<file path="src/rtl/sweep_arbiter.sv">
// sweep_arbiter: grants one of two sweep requesters the shared address counter and turns its count into pixel writes.
// Build option SWEEP_ROUND_ROBIN_EN: ties alternate after every sweep; without it req0 always wins ties.
module sweep_arbiter #(
  parameter int ADDR_W = 17
) (
  input  logic              clk_i,
  input  logic              reset_i,
  input  logic              req0_i,
  input  logic              req1_i,
  input  logic [ADDR_W-1:0] len0_i,
  input  logic [ADDR_W-1:0] len1_i,
  input  logic [ADDR_W-1:0] base0_i,
  input  logic [ADDR_W-1:0] base1_i,
  output logic              grant0_o,
  output logic              grant1_o,
  output logic              done0_o,
  output logic              done1_o,
  output logic              busy_o,
  output logic              cnt_start_o,
  output logic [ADDR_W-1:0] cnt_limit_o,
  input  logic              cnt_counting_i,
  input  logic [ADDR_W-1:0] cnt_result_i,
  output logic              plot_o,
  output logic [ADDR_W-1:0] plot_addr_o,
  output logic              plot_owner_o
);

  typedef enum logic [2:0] {IDLE, START, ARM, RUN, DONE} state_t;

  state_t            state_q;
  logic [1:0]        req_q;
  logic [1:0]        grant_q;
  logic [1:0]        done_q;
  logic              start_q;
  logic              owner_q;
  logic [ADDR_W-1:0] len_q;
  logic [ADDR_W-1:0] base_q;
  logic              win_d;
  logic [ADDR_W-1:0] len_d;
  logic [ADDR_W-1:0] base_d;

`ifdef SWEEP_ROUND_ROBIN_EN
  logic ptr_q;

  always_comb win_d = (req_q[0] & req_q[1]) ? ptr_q : ~req_q[0];
`else
  always_comb win_d = ~req_q[0];
`endif

  always_comb begin
    len_d  = win_d ? len1_i : len0_i;
    base_d = win_d ? base1_i : base0_i;
  end

  always_ff @(posedge clk_i or posedge reset_i) begin
    if (reset_i) begin
      state_q <= IDLE;
      req_q   <= 2'b00;
      grant_q <= 2'b00;
      done_q  <= 2'b00;
      start_q <= 1'b0;
      owner_q <= 1'b0;
      len_q   <= '0;
      base_q  <= '0;
`ifdef SWEEP_ROUND_ROBIN_EN
      ptr_q   <= 1'b0;
`endif
    end else begin
      // The finishing owner's request is dropped for one cycle so a still-high
      // level only counts as a new request once the arbiter is back in IDLE.
      req_q   <= {req1_i & ~done_q[1], req0_i & ~done_q[0]};
      start_q <= 1'b0;
      done_q  <= 2'b00;
      case (state_q)
        IDLE: begin
          if (!cnt_counting_i && (req_q != 2'b00)) begin
            owner_q <= win_d;
            len_q   <= len_d;
            base_q  <= base_d;
            grant_q <= win_d ? 2'b10 : 2'b01;
            if (len_d == '0) begin
              state_q <= DONE;
              done_q  <= win_d ? 2'b10 : 2'b01;
            end else begin
              state_q <= START;
              start_q <= 1'b1;
            end
          end
        end
        START: state_q <= ARM;
        ARM: begin
          if (cnt_counting_i) state_q <= RUN;
        end
        RUN: begin
          if (!cnt_counting_i) begin
            state_q <= DONE;
            done_q  <= owner_q ? 2'b10 : 2'b01;
          end
        end
        DONE: begin
          state_q <= IDLE;
          grant_q <= 2'b00;
`ifdef SWEEP_ROUND_ROBIN_EN
          ptr_q   <= ~owner_q;
`endif
        end
        default: state_q <= IDLE;
      endcase
    end
  end

  assign grant0_o     = grant_q[0];
  assign grant1_o     = grant_q[1];
  assign done0_o      = done_q[0];
  assign done1_o      = done_q[1];
  assign cnt_start_o  = start_q;
  assign busy_o       = (state_q != IDLE);
  assign cnt_limit_o  = (state_q != IDLE) ? len_q : '0;
  assign plot_o       = cnt_counting_i & ((state_q == ARM) | (state_q == RUN));
  assign plot_addr_o  = plot_o ? (base_q + cnt_result_i) : '0;
  assign plot_owner_o = owner_q;

endmodule

</file>
<file path="config.mk">
export PLATFORM = sky130hd
export DESIGN_NAME = sweep_arbiter
export DESIGN_NICKNAME = d
export VERILOG_FILES = /design/src/rtl/sweep_arbiter.sv
export SDC_FILE = /design/constraint.sdc
export NUM_CORES = 1
export LEC_CHECK = 0
export CELL_PAD_IN_SITES_DETAIL_PLACEMENT = 1
export CELL_PAD_IN_SITES_GLOBAL_PLACEMENT = 2
export CORE_MARGIN = 4
export CORE_UTILIZATION = 24
export DETAILED_ROUTE_END_ITERATION = 7
export GPL_ROUTABILITY_DRIVEN = 0
export PLACE_DENSITY_LB_ADDON = 0.1
export SLEW_MARGIN = 20
export SYNTH_ARGS = -nofsm -noshare
export SYNTH_HDL_FRONTEND = slang
export SYNTH_SLANG_ARGS = --single-unit
</file>
<file path="constraint.sdc">
create_clock -name clk_i -period 2.4 [get_ports clk_i]
set_input_delay 0.24 -clock clk_i [delete_from_list [all_inputs] [get_ports clk_i]]
set_output_delay 0.24 -clock clk_i [all_outputs]
set_load 0.05 [all_outputs]
</file>
==> results.py, run 1 <==
metrics = {
    "yosys": {
        "synth-xor-area-share": 0.0197,
        "synth_nets": 473,
        "synth-adder-area-share": 0.0706,
        "yosys.area_share.simple": 0.214,
        "netlist_top_cells_area": "dfrtp_1 (36%), mux2i_1 (11%), a21oi_1 (8.0%), nor2_1 (6.5%), ha_1 (6.4%)",
        "yosysSeqAreaShare": 0.361,
        "synth_top_area_cell": "dfrtp_1",
        "synth_cell_type_count": 46,
        "synthFlopType": "dfrtp_1",
        "synth_top_area_share": 0.361,
        "synth_top_family_by_area": "simple AND/OR/NAND/NOR gates",
        "synth_seq_cells": 45,
        "synthMuxAreaShare": 0.113,
        "syn_area_per_cell_um2": 8.52,
        "ys_warn_count": 0,
        "syn_area_um2": 3120,
        "synth-edff-count": 0,
        "synth_compound_area_frac": 0.190,
        "synthCells": 366,
        "ys_async_sr_fraction": 1.00,
    },
    "route": {
        "vias": 3357,
        "topRoutingLayerUsed": "met4",
        "wl_um": 11800,
        "first_pass_iters": 4,
        "wl_met1_um": 4890,
        "via_per_inst": 4.72,
        "met2_length_um": 6100,
        "ant_nets": 0,
        "drtIter0Drc": 102,
        "detail_route.wl_per_cell_um": 16.6,
        "dr_wl_met3_um": 621,
        "drc": 0,
    },
    "sta": {
        "finalSetupViolCount": 9,
        "timing.final.crit_period_ns": 2.71,
        "final-hold-violation-count": 0,
        "fin_skew_ns": 0.00433,
        "relSlewSlack": 0.569,
        "whs_ns": 0.262,
        "clock.fmax_ghz": 0.369,
        "setup_ws_ns": -0.312,
        "rsz0062_at_grt": "yes",
        "maxSlewViolCount": 0,
        "period_share": 1.13,
        "tightestPinTransition_ns": 0.647,
    },
    "run_status": {
        "status": "complete, but fails checks",
        "violations": "negative setup slack",
    },
    "global_route": {
        "grt_antenna_before_repair": 0,
        "grt_pass1_vias": 3733,
        "grt_pass1_wl_um": 19000,
        "grt_util_all_layers": 0.161,
        "grt_start_max_net_pins": 40,
        "overflow": 0,
    },
    "pwr": {
        "powerDensity_nw_per_um2": 1410,
        "p_switching_mw": 3.93,
        "p_sw_frac": 0.494,
        "pwr-share-clk": 0.087,
        "p_leak_nw": 2.31,
        "p_int_mw": 4.02,
        "combPwrFrac": 0.741,
        "ir_drop_mv": 0.896,
        "power_frac_seq": 0.172,
    },
    "critical_path": {
        "r2r_slack_ns": 0.29,
        "cp-start-kind": "flop",
        "worst_r2r_endpoint": "state_q[2]",
        "critPathCaptureType": "output pin",
        "required_ns": 2.16,
        "worstSetupEndpoint": "plot_addr_o[12]",
        "critical_path_peak_fanout": 3,
        "reg2reg_from": "req_q[0]",
        "crit_slowest_cell": "dfrtp_1",
        "crit_type": "flop to output pin",
        "ff2ff_path_depth": 5,
        "cp_cell_sequence": "ha_4, inv_2, fa_2, nand2b_4, a211oi_4, o21ai_2, mux2_2, o211ai_1, clkbuf_16",
        "crit_path_start": "base_q[0]",
        "max_stage_delay_ns": 0.40,
        "worstPathArrival_ns": 2.47,
    },
    "floorplan": {
        "rows": 41,
        "dieArea_um2": 14900,
        "die_w_um": 122,
        "core_area_um2": 12700,
        "ios": 132,
        "start_util": 0.246,
        "die_height_um": 122,
    },
    "cts": {
        "cts_made_buffers": 5,
        "clock_latency_ns": 0.29,
        "hold_buffers": 0,
        "cts_tree": "built",
        "path_clk_slew_ns": 0.06,
        "cts_max_level": 2,
        "clock_path_buffers": 2,
        "clock-sinks": 45,
        "cts_root_buf": "clkbuf_16",
    },
    "placed_design": {
        "numPortBuffers": 131,
        "dp_hpwl_um": 9460,
        "dpl-instance-area_um2": 5100,
    },
    "layout": {
        "fill_cells": 1459,
        "layout_commonest_cell": "clkdlybuf4s50_1",
        "fin_area_um2": 5630,
        "nNetsFinal": 645,
        "layout_common_cells": "clkdlybuf4s50_1 (94), buf_4 (68), nor2_1 (52)",
        "drive_gt1_frac": 0.271,
        "antenna_cells": 0,
        "area_growth_pct": 80.5,
    },
    "run": {
        "maxCapViolations": 0,
    },
    "hold_path": {
        "min_path_type": "input port to asynchronous set/reset pin",
    },
}
cells in the mapped netlist (2+ instances only):
| library cell | count |
|---|---|
| nor2b_1 | 2 |
| a211o_1 | 3 |
| o2111ai_1 | 2 |
| a211oi_1 | 4 |
| o31ai_1 | 2 |
| and2_1 | 19 |
| o21ai_1 | 3 |
| nor3b_1 | 3 |
| nor2_1 | 54 |
| xor2_1 | 3 |
| nand3_1 | 2 |
| mux2i_1 | 34 |
| nand2_1 | 24 |
| inv_1 | 7 |
| ha_1 | 16 |
| a22oi_1 | 2 |
| o21a_1 | 7 |
| xnor2_1 | 4 |
| nor3_1 | 12 |
| nor4_1 | 5 |
| a21oi_1 | 50 |
| or3_1 | 5 |
| a21o_1 | 7 |
| dfrtp_1 | 45 |
| o21ai_0 | 7 |
| nand4_1 | 8 |
| clkbuf_1 | 17 |
power groups by stage:
stage / clock, mW / sequential [mW] / combinational, mW
floorplan: 0 / 1.40 / 3.15
global placement: 0 / 1.34 / 5.40
CTS: 0.724 / 1.37 / 5.84
detailed placement: 0 / 1.35 / 5.47
finish: 0.695 / 1.37 / 5.89
global route: 0.758 / 1.42 / 6.34
logic make-up (layout without fill, tap and decap cells):
group / Yosys count / in the layout
DFF: 45 / 45
and+or+nand+nor: 139 / 139
adders and majority gates: 17 / 17
xor gates and xnor gates: 7 / 7
buffers and inverters: 26 / 199
AOI/OAI and AO/OA: 97 / 97
muxes: 35 / 35
through the flow:
step / power [mW] / TNS, ns / utilization / instances / setup slack, ns
finish: 7.96 / -1.42 / 0.444 / 711 / -0.312
global route: 8.52 / -2.39 / 0.444 / 711 / -0.411
CTS: 7.93 / -1.53 / 0.434 / 704 / -0.330
detailed placement: 6.82 / -3.04 / 0.403 / 693 / -0.526
global placement: 6.74 / -2.77 / 0.403 / 693 / -0.517
floorplan: 4.55 / -0.0244 / - / 366 / -0.0244
worst min-delay path by stage:
stage	start	end
floorplan	req0_i	req_q[0]
global placement	done_q[0]	req_q[0]
detailed placement	done_q[0]	req_q[0]
CTS	reset_i	base_q[0]
global route	reset_i	base_q[3]
finish	reset_i	base_q[0]
critical path: cells and delay by family (launching register included):
kind | cells | cell delay [ns]
AO/OA/AOI/OAI | 3 | 0.57
adder cells (fa/ha/maj) | 2 | 0.49
buffers and inverters | 2 | 0.27
flip-flops | 1 | 0.40
multiplexers | 1 | 0.28
AND/OR/NAND/NOR | 1 | 0.17
state kept, by name (all words and copies together) (netlist names):
name          cells
state_q           3
done_q            2
plot_owner_o      1
req_q             2
grant_q           2
cnt_start_o       1
base_q           17
len_q            17
cell type report:
class                           instances  area [um^2]  share of cell area
Clock buffer                            6          129              0.0229
Clock inverter                          2         15.0             0.00267
Inverter                                7         26.3             0.00467
Multi-Input combinational cell        295         2250               0.399
Sequential cell                        45         1130               0.200
Tap cell                              172          215              0.0382
Timing Repair Buffer                  184         1870               0.332
metal layers:
metal,vias to the layer above,GRT usage
met2,82,0.290
met5,-,0
li1,1670,-
met1,1594,0.188
met3,11,0.0381
met4,0,0.0504
timing repair:
item / in CTS / in global routing
setup endpoints to repair: 11 / 11
gates resized for setup: 45 / 11
pin swaps: 17 / 16
setup buffers: 3 / 8
gates cloned: 0 / 0
Note: power is estimated with default switching activity, not from simulation.
==> inputs of run 2 (changes only) <==
PLACE_DENSITY = 0.88   (was unset)
PLACE_DENSITY_LB_ADDON = unset   (was 0.1)
==> run 2 against run 1 <==
Effect of this change:
- the flow still finishes with violations (negative setup slack)
- setup slack better by 0.032 ns
- clock power shrank 5.3%
- global-route usage down 0.18 points
- critical endpoint unchanged
- largest cell class unchanged
==> results.py, run 2 (synthesis gave the netlist of run 1 again) <==
metrics = {
    "sta": {
        "setup_ws_ns": -0.280,
        "tightestPinTransition_ns": 0.526,
        "maxSlewViolCount": 0,
        "relSlewSlack": 0.648,
        "rsz0062_at_grt": "yes",
        "fin_skew_ns": 0.00529,
        "finalSetupViolCount": 11,
        "period_share": 1.12,
        "final-hold-violation-count": 0,
        "timing.final.crit_period_ns": 2.68,
        "clock.fmax_ghz": 0.373,
    },
    "route": {
        "detail_route.wl_per_cell_um": 16.5,
        "ant_nets": 0,
        "wl_um": 11700,
        "vias": 3372,
        "drtIter0Drc": 119,
        "drc": 0,
        "first_pass_iters": 4,
        "via_per_inst": 4.77,
    },
    "run_status": {
        "status": "complete, but fails checks",
        "violations": "negative setup slack",
    },
    "critical_path": {
        "reg2reg_from": "req_q[0]",
        "critPathCaptureType": "output pin",
        "crit_type": "flop to output pin",
        "cp_cell_sequence": "ha_2, inv_2, fa_2, nand2b_4, a211oi_4, o21ai_2, mux2_4, o211ai_1, clkbuf_16",
        "max_stage_delay_ns": 0.35,
        "critical_path_peak_fanout": 3,
        "path_delay_family": "compound AO/OA/AOI/OAI gates",
        "required_ns": 2.16,
        "cp_num_buf_inv": 2,
        "cp-start-kind": "flop",
        "worst_r2r_endpoint": "state_q[2]",
        "crit_slowest_cell": "dfrtp_1",
        "ff2ff_path_depth": 5,
        "r2r_slack_ns": 0.22,
        "worstPathArrival_ns": 2.44,
    },
    "layout": {
        "reg_top3": "base_q: 17 flops, len_q: 17 flops, state_q: 3 flops",
        "area_growth_pct": 76.8,
        "layout_common_cells": "clkdlybuf4s50_1 (93), buf_4 (61), nor2_1 (52)",
        "layout_commonest_cell": "clkdlybuf4s50_1",
        "fin_area_um2": 5520,
        "antenna_cells": 0,
        "fill_cells": 1483,
        "fin_cells": 707,
        "nNetsFinal": 641,
        "drive_gt1_frac": 0.250,
    },
    "pwr": {
        "powerDensity_nw_per_um2": 1410,
        "power_mw": 7.78,
        "p_leak_nw": 2.30,
        "ir_drop_mv": 0.628,
    },
    "cts": {
        "clock_path_buffers": 2,
        "cts_tree": "built",
        "path_clk_slew_ns": 0.06,
        "clock-sinks": 45,
        "cts_root_buf": "clkbuf_16",
        "clock_latency_ns": 0.28,
        "cts_max_level": 2,
        "hold_buffers": 0,
        "cts_made_buffers": 5,
    },
    "global_route": {
        "grt_pass1_vias": 3817,
        "grt_antenna_before_repair": 0,
        "overflow": 0,
        "grt_start_max_net_pins": 42,
        "grt_pass1_wl_um": 19300,
        "grt_util_all_layers": 0.159,
    },
    "placed_design": {
        "place_inst": 696,
        "dp_slack_ns": -0.459,
        "numPortBuffers": 131,
        "dp_hpwl_um": 9560,
        "dpl-instance-area_um2": 5140,
    },
    "floorplan": {
        "start_util": 0.246,
        "core_area_um2": 12700,
        "die_height_um": 122,
        "ios": 132,
        "rows": 41,
        "dieArea_um2": 14900,
        "die_w_um": 122,
    },
    "run": {
        "maxCapViolations": 0,
    },
    "hold_path": {
        "min_path_type": "input port to asynchronous set/reset pin",
    },
}
## run 2: power breakdown
| group | leakage (nW) | internal, mW | switching (mW) |
|---|---|---|---|
| registers | 0.513 | 1.11 | 0.243 |
| logic | 1.72 | 2.41 | 3.35 |
| clock network | 0.0652 | 0.388 | 0.270 |
| total | 2.30 | 3.91 | 3.86 |
## run 2: worst max path at each step
stage | cells after the start | to | start | slack (ns)
after floorplan | 8 | plot_addr_o[10] | base_q[0] | -0.02
after global placement | 11 | plot_addr_o[16] | cnt_result_i[0] | -0.45
after detailed placement | 11 | plot_addr_o[16] | cnt_result_i[0] | -0.46
after CTS | 9 | plot_addr_o[12] | base_q[0] | -0.29
after global routing | 9 | plot_addr_o[12] | base_q[0] | -0.39
final | 9 | plot_addr_o[12] | base_q[0] | -0.28
## run 2: worst register-to-register path, delay by kind of cell (launching register included)
kind             cells  cell delay [ns]
AND/OR/NAND/NOR      2             0.86
AO/OA/AOI/OAI        3             0.80
flip-flops           1             0.43
## run 2: through the flow
step                hold WS [ns]   util  TNS, ns
global placement           0.421  0.405    -2.71
finish                     0.139  0.435    -1.45
CTS                        0.130  0.432    -1.62
detailed placement         0.422  0.405    -3.02
global route               0.130  0.435    -2.65
floorplan                  0.378      -  -0.0244
## run 2: metal layers
metal | track usage | part of all wire | up-vias | routed length (um)
met4 | 0.0315 | 0.015 | 0 | 180
met3 | 0.0255 | 0.040 | 17 | 473
met2 | 0.304 | 0.55 | 85 | 6390
met5 | 0 | 0 | - | 0
li1 | - | - | 1649 | -
met1 | 0.187 | 0.40 | 1621 | 4650
## run 2: cell type report
cell class	instances	area (um^2)	area share
Sequential cell	45	1130	0.204
Clock buffer	8	136	0.0247
Inverter	7	26.3	0.00476
Tap cell	172	215	0.0390
Multi-Input combinational cell	295	2150	0.390
Timing Repair Buffer	180	1860	0.337
## run 2: what timing repair did
| item | CTS | global route |
|---|---|---|
| setup endpoints to repair | 12 | 11 |
| gates resized for setup | 40 | 8 |
| setup buffers | 2 | 1 |
| endpoints found under the hold margin | 0 | 0 |
| pin swaps | 17 | 7 |
==> RTL edit 1, RTL diff (settings of run 2) <==
`ADDR_W`: 17 -> 19.
--- a/src/rtl/sweep_arbiter.sv
+++ b/src/rtl/sweep_arbiter.sv
@@ -1,7 +1,7 @@
 // sweep_arbiter: grants one of two sweep requesters the shared address counter and turns its count into pixel writes.
 // Build option SWEEP_ROUND_ROBIN_EN: ties alternate after every sweep; without it req0 always wins ties.
 module sweep_arbiter #(
-  parameter int ADDR_W = 17
+  parameter int ADDR_W = 19
 ) (
   input  logic              clk_i,
   input  logic              reset_i,
Ports: changed (7 resized); port bits go from 132 to 146. The function was not compared with the original's and may differ.
==> RTL edit 1 against run 2 <==
  * The run still ends with negative setup slack left
  * Area after synthesis rose by 12%
  * Worst hold slack gained 0.20 ns
  * Total power rose by 7.0%
  * Final area is 10% higher
  * Register-to-register slack improved by 0.13 ns
  * Count of clock-buffer cells in the layout unchanged
  * Worst setup slack lost 0.17 ns
  * Critical endpoint is now plot_addr_o[18]
  * Clock power grew 5.3%
  * Sequential cell count is 4 higher
  * Critical path type unchanged
  * Sequential power increased by 8%
  * Wire length rose by 7.0%
==> RTL edit 1: results (changes against run 2) <==
stage;metric;value;unit;change
run_status;status;finished with violations;;
run_status;violations;negative setup slack;;
logic_synthesis;synth_cell_types;45;;-2.2%
layout;final_cells;769;;+8.8%
placement;place_ws;-0.597;ns;-0.138 ns
layout;sh_seq_area;20.2;%;-0.28 points
layout;synthToLayoutAreaGrowth;74.4;%;
timing;tightest_slew;0.567;ns;+0.0407 ns
placement;port_buffers;145;;+11%
clock_tree;clk_latency;0.29;ns;
detailed_routing;drtIter0Drc;114;;-4.2%
logic_synthesis;synth.area.top_cells;dfrtp_1, mux2i_1, a21oi_1;;
placement;place_inst;752;;+8.0%
placement;placed_cell_area;5650;um2;+9.9%
clock_tree;cts_resized;28;;-30%
detailed_routing;post_drt_wl_per_cell;16.3;um;-1.6%
timing;skew;0.00847;ns;+0.00318 ns
logic_synthesis;synth_compound_area_share;19.5;%;+0.52 points
logic_synthesis;muxShareOfSynthArea;11.2;%;-0.089 points
setup_path;worstPathArrival;2.61;ns;+0.17 ns
detailed_routing;avgViaCountPerCell;4.77;;about the same
logic_synthesis;synth_fp_nets;524;;+11%
pwr;p_sw;4.02;mW;+4.0%
pwr;p_int;4.31;mW;+10%
clock_tree;cts_setup_buffers;9;;+7
logic_synthesis;synthAdderAreaFrac;7.03;%;-0.035 points
global_routing;use_met1;17.4;%;-1.3 points
layout;buffers;200;;+11%
layout;buf_share;33.7;%;about the same
clock_tree;cts_root_buffer;clkbuf_16;;
pwr;seq_power;1.47;mW;+8%
logic_synthesis;synth_common_cells;a21oi_1, nor2_1, dfrtp_1;;
timing;setup_violations;13;;+2
placement;dpl.hpwl;10300;um;+8.1%
logic_synthesis;synth.top_cell.area_share;35.1;%;-0.98 points
global_routing;gr-usage-met2;29.4;%;-1.0 points
global_routing;met3_usage;2.86;%;+0.31 points
logic_synthesis;synthXorXnorAreaFrac;2.51;%;+0.54 points
pwr;p_leak;2.56;nW;+12%
layout;multi_input_gates;327;;+11%
timing;tns;-2.65;ns;-1.20 ns
detailed_routing;wl_met3;554;um;+17%
timing;finalWorstSetupSlack;-0.446;ns;-0.166 ns
layout;multi_input_area_share;39.8;%;+0.71 points
logic_synthesis;synthesis.instances;405;;+11%
setup_path;cpPeakStageDelay;0.41;ns;+0.06 ns
setup_path;path_max_fanout;4;;+1
layout;reg_top3;base_q x19, len_q x19, state_q x3;;
global_routing;grt_pass1_wl;20500;um;+6.3%
global_routing;track_usage;15.2;%;-0.72 points
layout;final-clk-cell-share;2.40;%;-0.068 points
detailed_routing;met2_length;6830;um;+6.9%
global_routing;grt_pass1_vias;4175;;+9.4%
layout;inverters;5;;-2
logic_synthesis;seq_area_frac_synth;35.1;%;-0.98 points
layout;finish.net_count;707;;+10%
pwr;p_comb_share;74.0;%;about the same
layout;nFillCells;1592;;+7.3%
RTL edit 1: cell count changes in the layout (fill, tap and decap cells not counted), sizes merged, moves of 5 or more:
cell	run 2	this run
buf	84	93
nand3	2	8
nand2	24	18
and2	19	26
a21oi	50	65
nor3	12	6
clkdlybuf4s50	93	103
mux2i	34	39
RTL edit 1: cells by family after synthesis:
| group | Yosys count |
|---|---|
| AND/OR/NAND/NOR | 146 |
| AO/OA/AOI/OAI | 113 |
| flip-flops | 49 |
| multiplexers | 39 |
| buffers and inverters | 29 |
| adder cells (fa/ha/maj) | 19 |
| XOR/XNOR | 10 |
RTL edit 1: worst paths after layout:
check	startpoint	end	slack [ns]	cells after the start
max in group asynchronous	reset_i	len_q[14]	1.52	3
hold / removal	reset_i	base_q[1]	0.33	2
hold reg to reg	done_q[1]	req_q[1]	0.44	1
min in group clk_i	done_q[1]	req_q[1]	0.44	1
setup reg to reg	req_q[0]	done_q[1]	0.35	5
setup / recovery	base_q[0]	plot_addr_o[18]	-0.45	8
==> RTL edit 2, RTL diff (flow settings as in run 2) <==
Made on the original files. Re-encode `state_t` (5 states) as one-hot, 5 bits wide.
--- a/src/rtl/sweep_arbiter.sv
+++ b/src/rtl/sweep_arbiter.sv
@@ -25,7 +25,7 @@
   output logic              plot_owner_o
 );
 
-  typedef enum logic [2:0] {IDLE, START, ARM, RUN, DONE} state_t;
+  typedef enum logic [4:0] {IDLE = 5'b00001, START = 5'b00010, ARM = 5'b00100, RUN = 5'b01000, DONE = 5'b10000} state_t;
 
   state_t            state_q;
   logic [1:0]        req_q;
Function: same outputs for any inputs over 10 cycles, from zero or initial values and one cycle with reset_i high; not proved beyond that.
==> RTL edit 2 against run 2 <==
  * The run still ends with negative setup slack left
  * Wire length is 6.6% higher
  * Area after synthesis is 6.5% higher
  * Worst setup slack better by 0.086 ns
  * Clock power is 22% higher
  * Sequential cell count is 2 higher
  * Final area is 6.7% higher
  * Total power is 21% lower
  * Worst hold slack better by 0.15 ns
  * Largest cell class unchanged
==> RTL edit 2: results (changes against run 2) <==
stage;metric;value;unit;change
run_status;status;finished with violations;;
run_status;violations;negative setup slack;;
logic_synthesis;synth_cell_types;47;;+2.2%
layout;buffers;187;;+3.9%
timing;slew_headroom;62.5;%;-2.3 points
detailed_routing;wl_met3;559;um;+18%
detailed_routing;met2_length;6490;um;+1.5%
layout;seq_cell_count;47;;+4.4%
layout;drive_gt1_share;29.3;%;+4.2 points
logic_synthesis;seq_area_frac_synth;35.4;%;-0.67 points
layout;nFillCells;1532;;+3.3%
layout;buf_share;31.9;%;-1.8 points
global_routing;track_usage;15.5;%;-0.40 points
pwr;p_leak;2.54;nW;+10%
logic_synthesis;synthXorXnorAreaFrac;1.84;%;-0.12 points
logic_synthesis;avgSynthCellArea;8.56;um2;+0.50%
placement;dpl.hpwl;9810;um;+2.6%
die;rows;42;;+2.4%
layout;seqCellArea;1180;um2;+4.6%
logic_synthesis;synth_compound_area_share;18.5;%;-0.53 points
timing;skew;0.00565;ns;+0.000351 ns
detailed_routing;wirelength;12500;um;+6.6%
timing;finalWorstSetupSlack;-0.194;ns;+0.0857 ns
timing;tns;-1.05;ns;+0.400 ns
logic_synthesis;muxShareOfSynthArea;10.8;%;-0.43 points
logic_synthesis;synthAdderAreaFrac;6.63;%;-0.43 points
detailed_routing;route.vias.total;3506;;+4.0%
timing;setup_violations;8;;-3
detailed_routing;wl_met1;5170;um;+11%
setup_path;crit_family;adder cells;;
pwr;switching_share;45.7;%;-3.9 points
setup_path;cpPeakStageDelay;0.38;ns;+0.03 ns
setup_path;worstPathArrival;2.35;ns;-0.09 ns
layout;final-clk-cell-share;2.96;%;+0.48 points
placement;place_inst;722;;+3.7%
layout;inverters;11;;+4
layout;multi_input_area;2390;um2;+11%
timing;hold_ws;0.290;ns;+0.151 ns
global_routing;grt_max_degree;46;;+9.5%
==> RTL edit 2: changes by cell type after synthesis, sizes merged, moves of 17 or more <==
cell | run 2 | this run
nor2 | 54 | 28
nor2b | 2 | 19
a21oi | 50 | 20
and2 | 19 | 2
o21ai | 10 | 48
nand2 | 24 | 57
==> RTL edit 2: timing repair <==
action,in CTS,in global routing
pin swaps,23,22
setup endpoints to repair,10,13
hold buffers,0,0
setup buffers,9,4
gates resized for setup,44,30
==> RTL edit 2: power groups by stage <==
stage	registers, mW	logic, mW	clock network [mW]
detailed placement	1.34	3.45	0
finish	1.36	4.00	0.806
global placement	1.31	3.34	0
CTS	1.36	3.74	0.835
global route	1.41	4.33	0.871
floorplan	1.35	2.05	0
==> RTL edit 2: worst reg2reg max path, delay by kind of cell (launching register included) <==
kind | cells | cell delay (ns)
buffers and inverters | 2 | 0.57
AO/OA/AOI/OAI | 1 | 0.19
AND/OR/NAND/NOR | 4 | 0.46
flip-flops | 1 | 0.49
